`src/rtl/edge_detect_pkg.sv`:
```
// Shared constants, command encodings and FSM state type for the edge-detect
// sequencer and its result clamp.
package edge_detect_pkg;

  localparam int PIX_W = 16;
  localparam int N_PIX = 9;

  localparam logic [PIX_W-1:0] CMD_IDLE = 16'h0000;
  localparam logic [PIX_W-1:0] CMD_READ = 16'h0200;

  // ST_LOAD is the single cycle after a window is accepted; the datapath bus
  // stays idle while the freshly captured bank becomes the dp_data source.
  // SETUP/STROBE are shared by all nine pixels; the pixel index counter
  // selects which one.
  typedef enum logic [2:0] {
    ST_IDLE      = 3'd0,
    ST_LOAD      = 3'd1,
    ST_SETUP     = 3'd2,
    ST_STROBE    = 3'd3,
    ST_RD_SETUP  = 3'd4,
    ST_RD_STROBE = 3'd5,
    ST_OUT       = 3'd6
  } state_t;

  // One-hot load command for pixel k (1..9).
  function automatic logic [PIX_W-1:0] cmd_pix(input logic [3:0] k);
    cmd_pix = 16'h0001 << (k - 4'd1);
  endfunction

endpackage

```
`src/rtl/edge_result_clamp.sv`:
```
// Combinational saturation of the signed convolution result into
// [0, CLAMP_MAX]. With CLAMP_EN=0 the raw value passes through and sat stays 0.
module edge_result_clamp
  import edge_detect_pkg::*;
#(
  parameter bit          CLAMP_EN  = 1'b1,
  parameter int unsigned CLAMP_MAX = 255
) (
  input  logic [PIX_W-1:0] result,
  output logic [PIX_W-1:0] data,
  output logic             sat
);

  localparam logic [PIX_W-1:0] MAX_V = PIX_W'(CLAMP_MAX);

  // Negative results clamp to 0; positive results above MAX_V clamp to MAX_V.
  always_comb begin
    data = result;
    sat  = 1'b0;
    if (CLAMP_EN) begin
      if (result[PIX_W-1]) begin
        data = '0;
        sat  = 1'b1;
      end else if (result > MAX_V) begin
        data = MAX_V;
        sat  = 1'b1;
      end
    end
  end

endmodule

```
`src/rtl/edge_detect_sequencer.sv`:
```
// Sequences one 3x3 window at a time through the edge_detect datapath:
// captures the window, loads the nine pixels via one-hot commands, issues the
// read, clamps the result and offers it on the output stream.
//
// Handshakes: both streams use valid/ready. A transfer happens on a rising
// clock edge where valid and ready are both 1. s_ready is 1 only in IDLE;
// once m_valid is raised it, m_data and m_sat hold until the transfer.
//
// All outputs are registered. The output registers are loaded from the
// next-state decode, so each output lines up with the state it belongs to.
module edge_detect_sequencer
  import edge_detect_pkg::*;
#(
  parameter bit          CLAMP_EN  = 1'b1,
  parameter int unsigned CLAMP_MAX = 255
) (
  input  logic                   clk,
  input  logic                   reset,
  input  logic                   s_valid,
  output logic                   s_ready,
  input  logic [N_PIX*PIX_W-1:0] s_window,
  output logic                   m_valid,
  input  logic                   m_ready,
  output logic [PIX_W-1:0]       m_data,
  output logic                   m_sat,
  output logic [PIX_W-1:0]       dp_data,
  output logic [PIX_W-1:0]       dp_cmd,
  input  logic [PIX_W-1:0]       dp_result,
  output logic [PIX_W-1:0]       win_count,
  output state_t                 dbg_state
);

  state_t           state;
  state_t           next_state;
  logic [3:0]       idx;
  logic [3:0]       next_idx;
  logic [PIX_W-1:0] bank [N_PIX];
  logic [PIX_W-1:0] cmd_d;
  logic [PIX_W-1:0] data_d;
  logic [PIX_W-1:0] clamp_data;
  logic             clamp_sat;
  logic             accept;
  logic             out_fire;

  assign accept    = s_valid & s_ready;
  assign out_fire  = m_valid & m_ready;
  assign dbg_state = state;

  edge_result_clamp #(
    .CLAMP_EN  (CLAMP_EN),
    .CLAMP_MAX (CLAMP_MAX)
  ) u_clamp (
    .result (dp_result),
    .data   (clamp_data),
    .sat    (clamp_sat)
  );

  // State register and pixel index counter.
  always_ff @(posedge clk or posedge reset) begin
    if (reset) begin
      state <= ST_IDLE;
      idx   <= 4'd0;
    end else begin
      state <= next_state;
      idx   <= next_idx;
    end
  end

  // Next-state logic plus the datapath bus values for the next state.
  always_comb begin
    next_state = state;
    next_idx   = idx;
    cmd_d      = CMD_IDLE;
    data_d     = dp_data;

    case (state)
      ST_IDLE: begin
        if (accept) next_state = ST_LOAD;
      end
      ST_LOAD: begin
        next_state = ST_SETUP;
        next_idx   = 4'd0;
      end
      ST_SETUP: begin
        next_state = ST_STROBE;
      end
      ST_STROBE: begin
        if (idx == 4'(N_PIX - 1)) begin
          next_state = ST_RD_SETUP;
        end else begin
          next_state = ST_SETUP;
          next_idx   = idx + 4'd1;
        end
      end
      ST_RD_SETUP: begin
        next_state = ST_RD_STROBE;
      end
      ST_RD_STROBE: begin
        next_state = ST_OUT;
      end
      ST_OUT: begin
        if (out_fire) next_state = ST_IDLE;
      end
      default: begin
        next_state = ST_IDLE;
      end
    endcase

    // dp_data is put up in SETUP and held through STROBE, so it is stable a
    // full cycle before the command bit that latches it.
    case (next_state)
      ST_SETUP: begin
        data_d = bank[next_idx];
      end
      ST_STROBE: begin
        data_d = bank[next_idx];
        cmd_d  = cmd_pix(next_idx + 4'd1);
      end
      ST_RD_STROBE: begin
        cmd_d = CMD_READ;
      end
      default: begin
        cmd_d = CMD_IDLE;
      end
    endcase
  end

  // Window register bank, loaded on the accepting edge only.
  always_ff @(posedge clk or posedge reset) begin
    if (reset) begin
      for (int k = 0; k < N_PIX; k++) bank[k] <= '0;
    end else if (accept) begin
      for (int k = 0; k < N_PIX; k++) bank[k] <= s_window[k*PIX_W +: PIX_W];
    end
  end

  // Registered stream handshakes and datapath bus.
  always_ff @(posedge clk or posedge reset) begin
    if (reset) begin
      s_ready <= 1'b1;
      m_valid <= 1'b0;
      dp_cmd  <= CMD_IDLE;
      dp_data <= '0;
    end else begin
      s_ready <= (next_state == ST_IDLE);
      m_valid <= (next_state == ST_OUT);
      dp_cmd  <= cmd_d;
      dp_data <= data_d;
    end
  end

  // Result capture at the edge that ends RD_STROBE; held until the next one.
  always_ff @(posedge clk or posedge reset) begin
    if (reset) begin
      m_data <= '0;
      m_sat  <= 1'b0;
    end else if (state == ST_RD_STROBE) begin
      m_data <= clamp_data;
      m_sat  <= clamp_sat;
    end
  end

  // Completed-window counter, wraps naturally at 16 bits.
  always_ff @(posedge clk or posedge reset) begin
    if (reset) begin
      win_count <= '0;
    end else if (state == ST_OUT && out_fire) begin
      win_count <= win_count + 16'd1;
    end
  end

endmodule

```
`config.mk`:
```
export PLATFORM = sky130hd
export DESIGN_NAME = edge_detect_sequencer
export DESIGN_NICKNAME = d
export VERILOG_FILES = /design/src/rtl/edge_detect_pkg.sv /design/src/rtl/edge_result_clamp.sv /design/src/rtl/edge_detect_sequencer.sv
export SDC_FILE = /design/constraint.sdc
export NUM_CORES = 1
export LEC_CHECK = 0
export ABC_CLOCK_PERIOD_IN_PS = 11700
export BUFFER_PORTS_ARGS = -buffer_cell sky130_fd_sc_hd__buf_2
export CAP_MARGIN = 20
export CELL_PAD_IN_SITES_DETAIL_PLACEMENT = 1
export CELL_PAD_IN_SITES_GLOBAL_PLACEMENT = 2
export CORE_UTILIZATION = 39
export CTS_BUF_LIST = sky130_fd_sc_hd__clkbuf_4 sky130_fd_sc_hd__clkbuf_8
export DETAILED_ROUTE_END_ITERATION = 8
export GPL_TIMING_DRIVEN = 0
export PLACE_DENSITY = 0.95
export SKIP_CTS_REPAIR_TIMING = 1
export SLEW_MARGIN = 20
export SYNTH_ARGS = -nofsm -noshare
export SYNTH_HDL_FRONTEND = slang
export SYNTH_HIERARCHICAL = 1
export SYNTH_SLANG_ARGS = --single-unit
export TNS_END_PERCENT = 30
```
`constraint.sdc`:
```
create_clock -name clk -period 11.7 [get_ports clk]
set_input_delay 2.34 -clock clk [delete_from_list [all_inputs] [get_ports clk]]
set_output_delay 2.34 -clock clk [all_outputs]
set_load 0.02 [all_outputs]
```
# Yosys cells after proc, flatten, opt, wreduce, memory -nomap -nowiden
# Index checks and enable logic that the tools add are counted.
[totals]
regBits = 218
inputBits = 164
elab_cells = 57
[op_classes]
n_addsub = 4
magnitude_cmp = 2
n_eq_ne = 11
shifts = 1
mux = 14
n_bitwise = 3
n_reduce_logical = 4
[op_table]
columns = ["cell", "count"]
rows = [
  ["$bmux 16 s4", 1],
  ["$mux 16", 3],
  ["$pmux 16 s2", 1],
  ["$pmux 3 s7", 1],
  ["$add 16x1->16 const B", 1],
  ["$gt 16x8->1 const B", 1],
  ["$shl 1x4->16 const A", 1],
  ["$eq 3x3->1 const B", 5],
  ["$mux 15", 1],
  ["$eq 3x2->1 const B", 4],
  ["$mux 3", 3],
  ["$add 4x1->4 const B", 2],
  ["$pmux 4 s2", 1],
  ["$logic_not 3->1", 2],
  ["$ge 5x5->1 const B", 1],
  ["$not 4->5", 1],
  ["$eq 4x4->1 const B", 1],
  ["$mux 4", 1],
  ["$sub 4x1->4 const B", 1],
  ["$eq 3x1->1 const B", 1],
  ["$and 1x1->1", 2],
  ["$mux 1", 2],
  ["$reduce_or 2->1", 1],
  ["$logic_and 1x1->1", 1],
]

# Depth between registers and ports, before layout
# Gate-level depths: netlist of the first run.
[depth]
depth_word = 7
depth_mapped = 11
ltp_nobuf = 9

# By module
# Netlist of the first run, hierarchy kept.
[modules_own_cells]
columns = ["module", "instances", "cells_per_inst", "area_each_um2"]
rows = [
  ["edge_detect_sequencer", 1, 717, 9472.8],
  ["edge_result_clamp", 1, 31, 186.4],
]

# Worst setup path before layout of the first run
# No wires, ideal clock.
[synth_timing]
path_type = "input to register"
from = "in s_valid"
to = "reg bank[14] (netlist name)"
setup_time_ns = 0.125
arrival_ns = 3.551
required_ns = 11.575
slack_ns = 8.024
stages = 4
cell_sequence = "nand2_1 > clkbuf_1 > clkbuf_1 > mux2_2"
[synth_between]
elab_chain_len = 1
[synth_lines]
columns = ["element", "line", "source"]
rows = [
  ["start: declaration", "edge_detect_sequencer.sv:19", "input logic s_valid,"],
  ["$and 1x1->1", "edge_detect_sequencer.sv:45", "assign accept = s_valid & s_ready;"],
  ["end: declaration", "edge_detect_sequencer.sv:37", "logic [PIX_W-1:0] bank [N_PIX];"],
]
# Every way passes these cells.
# A chain may end at the register's enable or synchronous reset.

# Worst setup path after layout of the first run
[layout_timing]
from = "in s_valid"
to = "reg bank[56] (netlist name)"
# Same word-level chain as after synthesis.

==> results by group, run 1 <==
Synthesis
  • Async SR Flop Fraction: 1.00
  • Post-synthesis register bit count: 218
  • Library cells used by synthesis: 57
  • Synth Instances: 748
  • Post-synth EDFFs: 0
  • Post-synthesis sequential area ratio: 0.565
  • Post-synthesis adder-cell area fraction: 0.00389
  • Synth warn: 6
  • Avg Inst Size Synth: 12.9 sq um
  • Complex-gate fraction of the synthesized area: 0.0877
  • Xor/xnor share of the synthesized area: 0.0136
  • Synth Area in Simple Gates: 0.0905
  • Synthesized cell area: 9660 sq um
  • Post-synthesis mux area share: 0.208
  • Post-synth top flop: dfrtp_1
  • Largest family of logic cells by synthesized area: multiplexers

GRT
  • Initial antenna violation count: 0
  • GR Util met3: 0.0427
  • Total gr overflow: 0
  • Largest net degree at the start of global routing: 91
  • Most Crowded Layer GR: met2
  • First-pass GRT wire length: 45.9 mm
  • Total GRT Usage: 0.238
  • GR Util met1: 0.307
  • Met2 GRT Util: 0.398
  • Vias in the first global route: 7,996

Worst setup path
  • FF-to-FF path depth: 10
  • Crit Path Max Fanout: 10
  • Kind of critical path: in -> reg
  • CP endpoint kind: register
  • Data arrival time of the critical path: 4300 ps
  • Critical Path RT: 12,120 ps
  • CP Launch Type: input pin

Clock network
  • Clk buf depth: 3
  • Clock Latency Late Sink: 560 ps
  • Number of CTS-inserted buffers: 40
  • H-tree lvl count: 2
  • Root Buffer: clkbuf_8
  • Clk slew on worst S/H paths: 60 ps
  • TritonCTS clock tree: done
  • Sink Count: 218

Cells and area
  • Area Growth Syn to Fin: 26.4%
  • Share of layout cells above drive strength 1: 0.478
  • Most common cell after layout, fill and taps aside: buf_2
  • Most frequent cells in the layout: buf_2, dfrtp_1, mux2_2, clkbuf_8, nor2_1
  • Ant. Diodes: 0
  • Layout Cells excl Fill: 1,386
  • Final #Nets: 1,197

STA
  • Post-Route Setup TNS: 0 ps
  • RSZ-0062 raised after global routing: no
  • Clock skew: 25.7 ps
  • Final Hold Fails: 0
  • Slew headroom: 0.290
  • Tightest Pin Transition: 1040 ps
  • Max-slew violation count: 0
  • Final period util: 0.331
  • Setup-failing EPs final: 0
  • Final min period: 3870 ps
  • Fmax: 258 MHz

Detailed routing
  • 1st-pass router iterations: 4
  • Final wirelength: 29.6 mm
  • DRC Markers: 0
  • DR vias/cell: 5.28
  • Initial DRC Count: 360
  • Vias: 7,321
  • Detail Route Antenna Nets: 0
  • Wire length per cell: 21.4 um

Die
  • Die ar.: 25,400 sq um
  • Core area: 24,300 sq um
  • Die width: 159 um
  • I/O pin count: 234
  • Initial Util: 0.397
  • Die height: 159 um
  • Site row count: 57

Min path
  • WHS Path Cells: 1
  • Min-delay worst type: reg -> reg

Power and ir drop
  • Leak: 5.78 nW
  • VDD IR max: 0.110 mV
  • Pwr dens: 284 nW/um^2

Placement
  • GP Congestion: 0.799
  • Port bufs: 231
  • Post-Place Cells: 1,312
  • DP Wirelength: 22.1 mm

Job
  • Max Cap Viol: 0

Outcome
  • Status: completed
## power breakdown
group          internal (W)  switching, W
Combinational      0.000580      0.000815
Sequential          0.00109      0.000188
Clock              0.000470      0.000328
## synth_stat cells, types with 2 or more instances
library cell,number,area share
a211oi_1,13,0.010
nand4_1,15,0.0097
a21oi_1,5,0.0026
and4_1,2,0.0018
o311ai_0,13,0.012
buf_4,10,0.0078
a31oi_1,9,0.0058
nor2_1,36,0.014
ha_1,3,0.0039
a221oi_1,2,0.0018
nand3_1,11,0.0057
nand2_1,29,0.011
mux4_2,2,0.0047
and2_1,2,0.0013
and3_1,30,0.019
o21ai_1,3,0.0016
inv_1,6,0.0023
or4_1,4,0.0031
o211ai_1,2,0.0016
or3_1,11,0.0071
o31ai_1,14,0.011
nor3_1,2,0.0010
o21ai_0,15,0.0078
inv_2,3,0.0012
clkbuf_1,31,0.012
buf_2,11,0.0057
a22oi_1,16,0.012
xnor2_1,9,0.0082
nor2b_1,5,0.0032
dfrtp_1,217,0.56
mux2_2,162,0.19
buf_1,2,0.00078
mux2i_1,14,0.015
xor2_1,6,0.0054
a2111oi_0,11,0.010
## cell type report
| class | count | area [sq um] |
|---|---|---|
| fillers | 2629 | 12100 |
| flip-flops and latches | 218 | 5460 |
| clock buffers | 65 | 826 |
| multi-input cells | 473 | 3930 |
| plain buffers | 55 | 265 |
| inverters | 9 | 41.3 |
| well taps | 324 | 405 |
| clock inverters | 9 | 73.8 |
| repair buffers | 233 | 1210 |
## layer usage
layer,share of wire,vias to the layer above,routed length (um)
met5,0,-,0
met4,0.031,0,928
met3,0.059,58,1750
met2,0.49,251,14500
met1,0.42,3696,12400
li1,-,3316,-
## kinds of logic (layout without fill, tap and decap cells)
group,count (synthesis),in the layout
adders and majority gates,3,3
xor gates and xnor gates,15,15
AOI/OAI and AO/OA,113,113
and+or+nand+nor,156,156
buffers and inverters,64,371
muxes,178,178
DFF,218,218
other,1,8
## final timing paths
kind	startpoint	endpoint	slack, ps
max	s_valid	bank[56]	7830
min	win_count[15]	win_count[15]	470
max reg2reg	idx[0]	dp_data[4]	8340
min reg2reg	win_count[15]	win_count[15]	470
max in group asynchronous	reset	m_sat	9110
min in group asynchronous	reset	win_count[1]	1800
## per-stage QoR
stage	power [W]	worst slack [ps]	hold WS, ps	utilization	area [sq um]
after CTS	0.00350	7840	475	0.502	12200
after floorplan	0.00217	3400	466	-	9690
after global routing	0.00367	7660	508	0.502	12200
after detailed placement	0.00268	7270	467	0.465	11300
after global placement	0.00261	979	457	0.462	11200
final	0.00347	7830	466	0.502	12200
## worst max-delay path: stages
cell and delay, ps:
buf_2 90, nand2_1 340, clkbuf_1 460, clkbuf_1 640
mux2_2 420
## flip-flops by register name (all words and copies together) (netlist names)
signal and flops:
bank 144, dp_cmd 16, dp_data 16, m_data 16, win_count 16, idx 4
dbg_state 3, m_sat 1, m_valid 1, s_ready 1
(Power assumes the default switching activity.)
==> inputs of run 2 (changes only) <==
--- a/config.mk
+++ b/config.mk
@@ -5,12 +5,12 @@
 export SDC_FILE = /design/constraint.sdc
 export NUM_CORES = 1
 export LEC_CHECK = 0
-export ABC_CLOCK_PERIOD_IN_PS = 11700
+export ABC_CLOCK_PERIOD_IN_PS = 3700
 export BUFFER_PORTS_ARGS = -buffer_cell sky130_fd_sc_hd__buf_2
 export CAP_MARGIN = 20
 export CELL_PAD_IN_SITES_DETAIL_PLACEMENT = 1
 export CELL_PAD_IN_SITES_GLOBAL_PLACEMENT = 2
-export CORE_UTILIZATION = 39
+export CORE_UTILIZATION = 37
 export CTS_BUF_LIST = sky130_fd_sc_hd__clkbuf_4 sky130_fd_sc_hd__clkbuf_8
 export DETAILED_ROUTE_END_ITERATION = 8
 export GPL_TIMING_DRIVEN = 0
==> constraint.sdc (replaced) <==
create_clock -name clk -period 3.7 [get_ports clk]
set_input_delay 0.74 -clock clk [delete_from_list [all_inputs] [get_ports clk]]
set_output_delay 0.74 -clock clk [all_outputs]
set_load 0.02 [all_outputs]
==> run 2 against run 1 <==
Die area increased by 5.3%. Critical path depth grew 4. Clock skew decreased by 7.9 ps. Clock-buffer cell count shrank 1. Register-to-register slack worse by 8100 ps. Power rose to 3.2 times the previous value. Wire length is 3.5% higher. Non-clock buffer count rose by 5. First-iteration DRC count rose by 18%. Final cell count grew 0.72%. Core utilization down 1.9 points. Global-route usage shrank 0.41 points.
==> results by group, run 2 (synthesis gave the netlist of run 1 again) <==
Outcome
  • Status: completed

STA
  • Final min period: 3450 ps
  • Final period util: 0.933
  • RSZ-0062 raised after global routing: no
  • Max-slew violation count: 0 (unchanged)
  • Setup-failing EPs final: 0 (unchanged)
  • Final Hold Fails: 0 (unchanged)
  • Fmax: 290 MHz
  • Clock skew: 17.8 ps (-7.92 ps)
  • PnR worst setup slack: 247 ps (-7580 ps)
  • Slew headroom: 0.213 (-0.0770)
  • Tightest Pin Transition: 1150 ps (+113 ps)
  • Fin Hold WS: 284 ps (-181 ps)

Worst setup path
  • Data arrival time of the critical path: 3850 ps (-450 ps)
  • Critical Path RT: 4090 ps (-8030 ps)
  • Reg-to-Reg End: dp_data[9]
  • Kind of critical path: reg -> reg
  • FF-to-FF path depth: 9 (-1)
  • Crit Path Max Fanout: 10 (unchanged)
  • CP Launch Type: register
  • Reg2reg setup slack: 250 ps (-8090 ps)
  • CP endpoint kind: register
  • Crit Reg-Reg Startpoint: idx[0]

Power and ir drop
  • VDD IR max: 0.402 mV (+270%)
  • Pwr dens: 894 nW/um^2 (+210%)
  • Leak: 5.80 nW (+0.22%)

Cells and area
  • Area occupied by multi-input gates: 3930 sq um (unchanged)
  • Final #Nets: 1,202 (+0.42%)
  • FILL cells: 2,747 (+4.5%)
  • Top reg by flops: bank
  • Area Growth Syn to Fin: 27.0%
  • Most frequent cells in the layout: buf_2, dfrtp_1, mux2_2, clkbuf_8, nor2_1
  • Design area: 12,300 sq um (+0.47%)
  • Max reg flops: 144 (unchanged)
  • Most common cell after layout, fill and taps aside: buf_2
  • Register area: 5460 sq um (unchanged)
  • Share of layout cells above drive strength 1: 0.480 (+0.00147)
  • Final Util: 0.483 (-0.0191)

GRT
  • Total GRT Usage: 0.234 (-0.00411)
  • Total gr overflow: 0 (unchanged)
  • First-pass GRT wire length: 46.7 mm (+1.7%)
  • Vias in the first global route: 8,059 (+0.79%)
  • Initial antenna violation count: 1 (+1)
  • Largest net degree at the start of global routing: 35 (-62%)

Clock network
  • Clock Latency Late Sink: 560 ps (about the same)
  • Clk buf depth: 3 (unchanged)
  • TritonCTS clock tree: done
  • Clk slew on worst S/H paths: 60 ps (about the same)
  • Root Buffer: clkbuf_8
  • Number of CTS-inserted buffers: 40 (unchanged)
  • H-tree lvl count: 2 (unchanged)
  • Sink Count: 218 (unchanged)

Detailed routing
  • Vias: 7,377 (+0.76%)
  • Initial DRC Count: 425 (+18%)
  • 1st-pass router iterations: 4 (unchanged)
  • Final wirelength: 30.7 mm (+3.5%)
  • Wire length per cell: 22.0 um (+2.7%)
  • DRC Markers: 0 (unchanged)
  • DR vias/cell: 5.28 (about the same)
  • Detail Route Antenna Nets: 0 (unchanged)

Die
  • Die height: 164 um (+2.6%)
  • Die width: 164 um (+2.6%)
  • Initial Util: 0.380 (-0.0169)
  • Site row count: 58 (+1.8%)
  • Die ar.: 26,800 sq um (+5.3%)
  • I/O pin count: 234 (unchanged)
  • Core area: 25,400 sq um (+4.4%)

Placement
  • Port bufs: 231 (unchanged)
  • Placed cell area: 11,400 sq um (+0.85%)
  • DP Wirelength: 23.4 mm (+5.9%)
  • Pre-CTS WS: 240 ps (-7030 ps)
  • GP Congestion: 0.824 (+3.1%)

Job
  • Max Cap Viol: 0 (unchanged)

Min path
  • Min-delay worst type: in -> async
run 2: per-layer routing:
metal	up-vias	share of wire	global-route usage	routed length [um]
met3	68	0.070	0.0528	2160
met5	-	0	0	0
li1	3319	-	-	-
met2	269	0.48	0.387	14900
met4	0	0.040	0.106	1220
met1	3721	0.41	0.292	12400
run 2: worst max-delay path, stage by stage (launching register included):
cell	delay [ps]
dfrtp_1	480
inv_1	80
ha_1	290
and4b_1	230
a21oi_4	350
inv_2	210
clkbuf_1	310
and3_1	260
a2111oi_0	960
o31ai_1	120
run 2: stage by stage:
stage / cells / total power, W / TNS [ps]
after floorplan: 755 / 0.00687 / 0
after global placement: 1316 / 0.00830 / -260020
after detailed placement: 1323 / 0.00856 / 0
after CTS: 1395 / 0.0110 / 0
after global routing: 1395 / 0.0116 / 0
final: 1396 / 0.0110 / 0
run 2: how the worst max path moves through the flow:
stage | startpoint | to | slack (ps) | depth (start not counted)
final | idx[0] | dp_data[9] | 250 | 9
after global routing | idx[0] | dp_data[9] | 160 | 9
after CTS | idx[0] | dp_data[0] | 240 | 10
after detailed placement | idx[0] | dp_data[0] | 240 | 9
after global placement | reset | bank[38] | -1220 | 2
after floorplan | reset | bank[0] | 120 | 1
run 2: where the power goes:
group	switching [W]	internal [W]	total [W]
sequential	0.000614	0.00345	0.00407
combinational	0.00262	0.00185	0.00446
clock	0.00105	0.00139	0.00244
total	0.00428	0.00669	0.0110
run 2: final cells by class:
type,count,share of cell area
flip-flops and latches,218,0.445
plain buffers,55,0.0216
inverters,9,0.00306
clock inverters,8,0.00377
repair buffers,238,0.106
diodes,1,0.000204
well taps,330,0.0336
multi-input cells,473,0.321
clock buffers,64,0.0662
==> inputs of run 3 (changes only) <==
--- a/config.mk
+++ b/config.mk
@@ -8,13 +8,11 @@
 export ABC_CLOCK_PERIOD_IN_PS = 3700
 export BUFFER_PORTS_ARGS = -buffer_cell sky130_fd_sc_hd__buf_2
 export CAP_MARGIN = 20
-export CELL_PAD_IN_SITES_DETAIL_PLACEMENT = 1
-export CELL_PAD_IN_SITES_GLOBAL_PLACEMENT = 2
-export CORE_UTILIZATION = 37
+export CORE_UTILIZATION = 51
 export CTS_BUF_LIST = sky130_fd_sc_hd__clkbuf_4 sky130_fd_sc_hd__clkbuf_8
 export DETAILED_ROUTE_END_ITERATION = 8
 export GPL_TIMING_DRIVEN = 0
-export PLACE_DENSITY = 0.95
+export PLACE_DENSITY = 0.89
 export SKIP_CTS_REPAIR_TIMING = 1
 export SLEW_MARGIN = 20
 export SYNTH_ARGS = -nofsm -noshare
==> run 3 against run 2 <==
Worst hold slack got worse by 25 ps. Core utilization increased by 17 points. Critical endpoint is now dp_data[2]. Sequential share of layout area is 0.98 points higher.
==> results by group, run 3 (synthesis gave the netlist of run 1 again) <==
Power and ir drop
  • Pwr dens: 877 nW/um^2 (-1.9%)
  • VDD IR max: 0.459 mV (+14%)
  • Leak: 5.72 nW (-1.2%)

Detailed routing
  • Wire length per cell: 20.9 um (-4.7%)
  • DRC Markers: 0 (unchanged)
  • Detail Route Antenna Nets: 0 (unchanged)
  • Final wirelength: 26.8 mm (-12%)
  • DR vias/cell: 5.83 (+10%)
  • Vias: 7,480 (+1.4%)
  • Initial DRC Count: 623 (+47%)
  • 1st-pass router iterations: 4 (unchanged)

Outcome
  • Status: completed

STA
  • RSZ-0062 raised after global routing: no
  • Slew headroom: 0.271 (+0.0575)
  • Fin Hold WS: 259 ps (-25.3 ps)
  • Max-slew violation count: 0 (unchanged)
  • Setup-failing EPs final: 0 (unchanged)
  • Clock skew: 23.1 ps (+5.31 ps)
  • Post-Route Setup TNS: 0 ps (unchanged)
  • Fmax: 290 MHz (about the same)
  • Final min period: 3450 ps (-0.210 ps)
  • Tightest Pin Transition: 1070 ps (-84.1 ps)
  • Final period util: 0.933 (about the same)
  • Final Hold Fails: 0 (unchanged)

Placement
  • Placed cell area: 11,300 sq um (-1.1%)
  • Post-Place Cells: 1,223 (-7.6%)
  • DP Wirelength: 20.1 mm (-14%)
  • GP Congestion: 0.916 (+11%)
  • Port bufs: 231 (unchanged)

Clock network
  • TritonCTS clock tree: done
  • Root Buffer: clkbuf_8
  • Clk slew on worst S/H paths: 60 ps (about the same)
  • Sink Count: 218 (unchanged)
  • Clk buf depth: 3 (unchanged)
  • Number of CTS-inserted buffers: 36 (-10%)
  • Clock Latency Late Sink: 530 ps (-30 ps)
  • H-tree lvl count: 2 (unchanged)

Cells and area
  • Design area: 12,000 sq um (-2.2%)
  • Final #Nets: 1,199 (-0.25%)
  • Area Growth Syn to Fin: 24.3%
  • Top reg by flops: bank
  • FILL cells: 1,348 (-51%)
  • Max reg flops: 144 (unchanged)
  • Layout Cells excl Fill: 1,283 (-8.1%)
  • Most common cell after layout, fill and taps aside: buf_2
  • Most frequent cells in the layout: buf_2, dfrtp_1, mux2_2, clkbuf_8, nor2_1
  • Share of layout cells above drive strength 1: 0.473 (-0.00638)
  • Ant. Diodes: 0 (-1)

GRT
  • Total GRT Usage: 0.280 (+0.0460)
  • Initial antenna violation count: 0 (-1)
  • First-pass GRT wire length: 41.4 mm (-11%)
  • Largest net degree at the start of global routing: 35 (unchanged)
  • Total gr overflow: 0 (unchanged)
  • Vias in the first global route: 7,685 (-4.6%)

Worst setup path
  • Reg-to-Reg End: dp_data[2]
  • Reg2reg setup slack: 250 ps (about the same)
  • FF-to-FF path depth: 9 (unchanged)
  • Crit Path Max Fanout: 10 (unchanged)
  • Data arrival time of the critical path: 3800 ps (-50 ps)
  • CP endpoint kind: register
  • Crit Reg-Reg Startpoint: idx[0]
  • Kind of critical path: reg -> reg
  • CP Launch Type: register
  • Critical Path RT: 4050 ps (-40 ps)

Die
  • Die height: 140 um (-15%)
  • Core area: 18,300 sq um (-28%)
  • Site row count: 49 (-16%)
  • Die width: 140 um (-15%)
  • I/O pin count: 234 (unchanged)
  • Initial Util: 0.529 (+0.148)
  • Die ar.: 19,500 sq um (-27%)

Job
  • Max Cap Viol: 0 (unchanged)

Min path
  • Min-delay worst type: in -> async
## run 3: layout make-up
cell class | instances | area (sq um) | area share
Timing Repair Buffer | 239 | 1310 | 0.109
Buffer | 55 | 265 | 0.0221
Inverter | 9 | 37.5 | 0.00313
Clock inverter | 2 | 13.8 | 0.00115
Clock buffer | 58 | 704 | 0.0587
Multi-Input combinational cell | 473 | 3940 | 0.328
Sequential cell | 218 | 5460 | 0.454
Tap cell | 229 | 287 | 0.0239
## run 3: critical path, stage by stage, from the launching register on
cell	delay [ps]
dfrtp_1	490
inv_1	90
ha_1	300
and4b_1	230
a21oi_4	330
inv_2	200
clkbuf_1	320
and3_1	270
a2111oi_0	840
o21ai_0	200
## run 3: power by group
group,internal [W],switching [W]
Clock,0.00120,0.000928
Combinational,0.00184,0.00249
Sequential,0.00345,0.000619
## run 3: stage by stage
| stage | worst slack (ps) | power (W) | utilization |
|---|---|---|---|
| after global routing | 84.6 | 0.0111 | 0.657 |
| final | 247 | 0.0105 | 0.657 |
| after CTS | 256 | 0.0105 | 0.657 |
| after global placement | -1060 | 0.00813 | 0.609 |
| after detailed placement | 285 | 0.00837 | 0.618 |
| after floorplan | 121 | 0.00687 | - |
## run 3: per-layer routing
| layer | track usage | wire (um) | vias up |
|---|---|---|---|
| met5 | 0 | 0 | - |
| met4 | 0.160 | 1330 | 0 |
| met3 | 0.0616 | 2150 | 78 |
| met2 | 0.446 | 12800 | 401 |
| met1 | 0.356 | 10600 | 3693 |
| li1 | - | - | 3308 |
## run 3: how the worst max path moves through the flow
stage / startpoint / endpoint / depth (start not counted) / slack [ps]
global route: idx[0] / dp_data[2] / 9 / 80
floorplan: reset / bank[0] / 1 / 120
CTS: idx[0] / dp_data[8] / 9 / 260
detailed placement: idx[0] / dp_data[8] / 9 / 280
global placement: reset / bank[68] / 2 / -1060
finish: idx[0] / dp_data[2] / 9 / 250
